<file path="config.mk">
export PLATFORM = sky130hd
export DESIGN_NAME = johnson_phase_monitor
export DESIGN_NICKNAME = d
export VERILOG_FILES = /design/src/rtl/johnson_phase_monitor_pkg.sv /design/src/rtl/johnson_phase_decode.sv /design/src/rtl/johnson_phase_monitor.sv
export SDC_FILE = /design/constraint.sdc
export NUM_CORES = 1
export LEC_CHECK = 0
export ABC_AREA = 1
export ABC_CLOCK_PERIOD_IN_PS = 1250
export CAP_MARGIN = 5
export CORE_UTILIZATION = 45
export CTS_CLUSTER_DIAMETER = 100
export DETAILED_ROUTE_END_ITERATION = 10
export PLACE_DENSITY = 0.83
export SETUP_SLACK_MARGIN = 0.15
export SYNTH_ARGS = -nofsm -noshare
export SYNTH_HDL_FRONTEND = slang
export SYNTH_SLANG_ARGS = --single-unit
</file>
<file path="constraint.sdc">
create_clock -name clk -period 1.25 [get_ports clk]
set_input_delay 0.1875 -clock clk [delete_from_list [all_inputs] [get_ports clk]]
set_output_delay 0.1875 -clock clk [all_outputs]
set_load 0.005 [all_outputs]
</file>
<file path="src/rtl/johnson_phase_monitor_pkg.sv">
// rtl/johnson_phase_monitor_pkg.sv - shared constants and helpers for the Johnson phase monitor
package johnson_phase_monitor_pkg;

  localparam int JPH_W = 3;

  // Counter states {A,B,C,E} in phase order
  localparam logic [3:0] JS_P0 = 4'b0000;
  localparam logic [3:0] JS_P1 = 4'b1000;
  localparam logic [3:0] JS_P2 = 4'b1100;
  localparam logic [3:0] JS_P3 = 4'b1110;
  localparam logic [3:0] JS_P4 = 4'b1111;
  localparam logic [3:0] JS_P5 = 4'b0111;
  localparam logic [3:0] JS_P6 = 4'b0011;
  localparam logic [3:0] JS_P7 = 4'b0001;

  // A legal twisted-ring state has at most one boundary between adjacent bits
  function automatic logic jc_legal(input logic [3:0] j);
    logic [2:0] t;
    t = {j[3] ^ j[2], j[2] ^ j[1], j[1] ^ j[0]};
    return ((t & (t - 3'd1)) == 3'd0);
  endfunction

endpackage

</file>
<file path="src/rtl/johnson_phase_decode.sv">
// rtl/johnson_phase_decode.sv - combinational legality, one-hot and index decode of a Johnson state
module johnson_phase_decode
  import johnson_phase_monitor_pkg::*;
(
  input  logic [3:0]       j,
  output logic             legal,
  output logic [7:0]       phase_oh,
  output logic [JPH_W-1:0] idx
);

  logic a, b, c, e;
  logic [7:0] raw;

  assign a = j[3];
  assign b = j[2];
  assign c = j[1];
  assign e = j[0];

  assign legal = jc_legal(j);

  // Two-input terms only decode correctly for legal states, hence the qualification
  assign raw = {~c & e, ~b & c, ~a & b, a & e, c & ~e, b & ~c, a & ~b, ~a & ~e};
  assign phase_oh = legal ? raw : 8'h00;

  always_comb begin
    idx = '0;
    case (j)
      JS_P0:   idx = JPH_W'(0);
      JS_P1:   idx = JPH_W'(1);
      JS_P2:   idx = JPH_W'(2);
      JS_P3:   idx = JPH_W'(3);
      JS_P4:   idx = JPH_W'(4);
      JS_P5:   idx = JPH_W'(5);
      JS_P6:   idx = JPH_W'(6);
      JS_P7:   idx = JPH_W'(7);
      default: idx = '0;
    endcase
  end

endmodule

</file>
<file path="src/rtl/johnson_phase_monitor.sv">
// rtl/johnson_phase_monitor.sv - registered phase strobes, sequence health and revolution count
module johnson_phase_monitor
  import johnson_phase_monitor_pkg::*;
#(
  parameter int REV_W = 8
) (
  input  logic             clk,
  input  logic             rstn,
  input  logic [3:0]       j,
  input  logic             clr_err,
  output logic [7:0]       phase,
  output logic [JPH_W-1:0] phase_idx,
  output logic             illegal,
  output logic             seq_err,
  output logic             rev_tick,
  output logic [REV_W-1:0] rev_count,
  output logic             err_sticky
);

  logic             dec_legal;
  logic [7:0]       dec_oh;
  logic [JPH_W-1:0] dec_idx;
  logic [JPH_W-1:0] prev_idx;
  logic             prev_valid;
  logic             chk, step_ok, seq_nxt, tick_nxt, ill_nxt;

  johnson_phase_decode u_decode (
    .j        (j),
    .legal    (dec_legal),
    .phase_oh (dec_oh),
    .idx      (dec_idx)
  );

  always_comb begin
    chk      = dec_legal & prev_valid;
    step_ok  = (dec_idx == prev_idx) || (dec_idx == prev_idx + JPH_W'(1));
    seq_nxt  = chk & ~step_ok;
    tick_nxt = chk && (dec_idx == '0) && (prev_idx == '1);
    ill_nxt  = ~dec_legal;
  end

  always_ff @(posedge clk or negedge rstn) begin
    if (!rstn) begin
      phase      <= 8'h01;
      phase_idx  <= '0;
      illegal    <= 1'b0;
      seq_err    <= 1'b0;
      rev_tick   <= 1'b0;
      rev_count  <= '0;
      err_sticky <= 1'b0;
      prev_idx   <= '0;
      prev_valid <= 1'b0;
    end else begin
      illegal  <= ill_nxt;
      seq_err  <= seq_nxt;
      rev_tick <= tick_nxt;
      // phase_idx holds across an illegal sample; phase goes dark
      if (dec_legal) begin
        phase      <= dec_oh;
        phase_idx  <= dec_idx;
        prev_idx   <= dec_idx;
        prev_valid <= 1'b1;
      end else begin
        phase      <= 8'h00;
        prev_valid <= 1'b0;
      end
      if (tick_nxt) rev_count <= rev_count + REV_W'(1);
      // A new error outranks a simultaneous clear
      err_sticky <= ill_nxt | seq_nxt | (err_sticky & ~clr_err);
    end
  end

endmodule

</file>
==> results.md <==
* Post-layout minimum cycle time at around 1.5 ns
* DR iter-0 viols at 8
* Placed cells at between 200 and 250
* GRT overflow at 0
* Reg2Reg Depth at 8
* Fill count at around 200
* Area Growth Syn to Fin at 55.0%
* Die area at 3200 um^2
* Max_slew headroom at 77.5%
* Arrival time worst endpoint at 1.67 ns
* Core area at 2780 um^2
* Synth Instances at 154
* Total GRT Usage at about a quarter
* RePlAce Congestion at a little over 0.8
* Slew @ Worst Pin at 0.337 ns
* Crit path cell chain: ha_2, ha_4, nand2_2, nor2_4, nand3_4, buf_6, nand2_2, nand2_1
* Fin cells at approximately 260
* Initial antenna violation count at 0
* Synth warn at 0
* Max Freq at 0.685 GHz
* Clock Path Buffers at 2
* Cell area after synthesis at about 1300 um^2
* CP Launch Type: register
* Crit. End Element: register
* Slack of the critical path at -0.209 ns
* # DRC at 0
* Seq. cell area at 604 um^2
* Post-synth cell types at 26
* Drt wl/cell at 14.7 um
* Register-to-register setup slack at -0.21 ns
* Req. time, crit path at 1.46 ns
* Leak at 0.00112 uW
* Footprint of the multi-input gates at 749 um^2
* Post-synth top area share at 43.0%
* Average cell area after synthesis at 8.69 um^2
* Diodes inserted at 0
* Final Skew at 0.0191 ns
* First drt pass iteration count at 4
* GRT busiest layer: met2
* TritonCTS clock tree: done
* DIE HEIGHT at 56.5 um
* Final WL at around 3800 um
* CP max-delay cell: dfrtp_1
* Final Hold Viols at 0
* Port Buf Inserts at 29
* Share of layout cells above drive strength 1 at 50.0%
* Htree depth at 1
* Max Slew Vio Count at 0
* Status: complete, but fails checks
* # setup viols final at 13
* Pwr Density at 943 nW/um^2
* Num CTS Buffers at 3
* Vias in the first global route at 1374
* Final nets at 247
* Synth top area cells: dfrtp_1 43%, nand2_1 13%, ha_1 12%
* ANT nets after route at 0
* Register area share after synthesis at between 40% and 50%
* Synthesized Nets at 174
* EDFF count, synth at 0
* Top-count cell post-synth: nand2_1
* Clk sink count at 24
* Clk pin slew, worst setup/hold paths at 0.14 ns
* Max Cap Viol at 0
* Vias at 1285
* Top cell by count, worst path: nand2_2
* Starting Density at about half
* Final standard cell area without fillers at 2070 um^2
* Drt via density at around 5.0
* Share of flip-flops with an asynchronous set or reset at 100%
* First-pass GRT wire length at between 6000 and 7000 um
* Yosys reg bits at 24
* RSZ-0062 raised after global routing: true
* Clock root cell: clkbuf_4
* DP HPWL at approximately 2500 um
* Hold crit path type: input port to async pin
* Met3 Usage GRT at 3.00%
* Period utilization at 117%
* Placed Area at about 1900 um^2
* # rows at 19
* Clk_lat worst skew at 0.32 ns
* Largest net degree at the start of global routing at 14
* Worst Path Max Fanout at 5
* Yosys top cell by area: dfrtp_1
* Slowest cell delay on critical path at around 0.4 ns
* Reg2reg start: prev_idx[0]$_DFFE_PN0N_
* Maximum vdd drop at 0.000936 V
* Die Wd at 56.5 um
* Synth top cells by count: 46 x nand2_1, 23 x dfrtp_1, 20 x inv_1, 13 x ha_1, 9 x nor2_1
* GR Util met1 at 26.9%
* Failing checks: setup timing
* Top_reg_cell synth: dfrtp_1
* Met2 GRT Util at about 50%
* Reg2reg end: rev_count[3]$_DFFE_PN0P_
* Ports at 30
* Crit Path Category: register to register
-- state kept, by name (all words and copies together), names as in the netlist --
| register | count |
|---|---|
| seq_err | 1 |
| prev_idx | 3 |
| illegal | 1 |
| rev_tick | 1 |
| rev_count | 8 |
| phase | 8 |
| prev_valid | 1 |
| err_sticky | 1 |
-- worst max-delay path: cells and delay by family, from the launching register on --
family | cells | cell delay, ns
adders and majority gates | 2 | 0.35
buffers and inverters | 1 | 0.17
and+or+nand+nor | 5 | 0.43
DFF | 1 | 0.40
-- cell usage in the layout, fill, tap and decap left out, drive strengths merged --
cell type,netlist,routed
xor2,1,1
buf,2,56
dfstp,1,1
dfrtp,23,23
nor3,3,3
o21ai,6,6
clkdlybuf4s50,0,2
ha,13,13
nand2,51,51
nand3b,1,1
nor2,11,11
nand4,1,1
xnor2,6,6
clkinv,2,1
a21oi,1,1
clkbuf,0,16
inv,22,23
nand3,10,10
-- through the flow --
stage	hold slack (ns)	util, %	TNS (ns)	power [uW]	worst slack [ns]
finish	0.131	74.6	-2.00	1960	-0.209
detailed placement	0.474	66.6	-12.45	1470	-0.687
global route	0.145	74.6	-2.74	2080	-0.268
floorplan	-0.108	-	-0.403	1160	-0.0697
global placement	0.468	66.6	-10.77	1430	-0.590
CTS	0.140	73.6	-1.28	1910	-0.202
-- cell families (layout without fill, tap and decap cells) --
kind of cell	after synthesis	after routing	synth area share (%)
and+or+nand+nor	77	77	26.6
buffers and inverters	26	98	7.94
DFF	24	24	45.0
adders and majority gates	13	13	12.1
AOI/OAI and AO/OA	7	7	3.18
xor gates and xnor gates	7	7	5.14
-- cell type report --
cell class	count	area share (%)
Inverter	24	4.83
Timing Repair Buffer	70	26.8
Clock buffer	4	1.27
Sequential cell	24	29.1
Tap cell	31	1.87
Multi-Input combinational cell	104	36.1
-- what timing repair did --
item                                    in CTS  in global routing
hold buffers                                 0                  0
buffers inserted                            15                  3
endpoints found under the setup margin      47                 39
cloned                                       2                  0
gates resized for setup                    113                 32
pin swaps                                   10                  6
-- where the power goes --
part	leakage [uW]	internal (uW)	total, uW	switching [uW]
registers	0.000313	843	874	30.7
logic	0.000787	366	726	360
clock network	0.0000150	125	356	232
total	0.00112	1330	1960	622
-- metal layers --
| layer | vias up | wire length [um] |
|---|---|---|
| li1 | 617 | - |
| met1 | 620 | 1330 |
| met2 | 37 | 2210 |
| met3 | 11 | 141 |
| met4 | 0 | 100 |
| met5 | - | 0 |
-- worst max path at each step --
stage                               endpoint                     from  slack [ns]
floorplan               err_sticky$_DFF_PN0_  prev_idx[1]$_DFFE_PN0N_       -0.07
global placement    rev_count[4]$_DFFE_PN0P_                     j[2]       -0.59
detailed placement  rev_count[3]$_DFFE_PN0P_                     j[2]       -0.69
CTS                     err_sticky$_DFF_PN0_  prev_idx[0]$_DFFE_PN0N_       -0.20
global route        rev_count[3]$_DFFE_PN0P_  prev_idx[0]$_DFFE_PN0N_       -0.27
finish              rev_count[3]$_DFFE_PN0P_  prev_idx[0]$_DFFE_PN0N_       -0.21
Note: power is estimated with default switching activity, not from simulation.
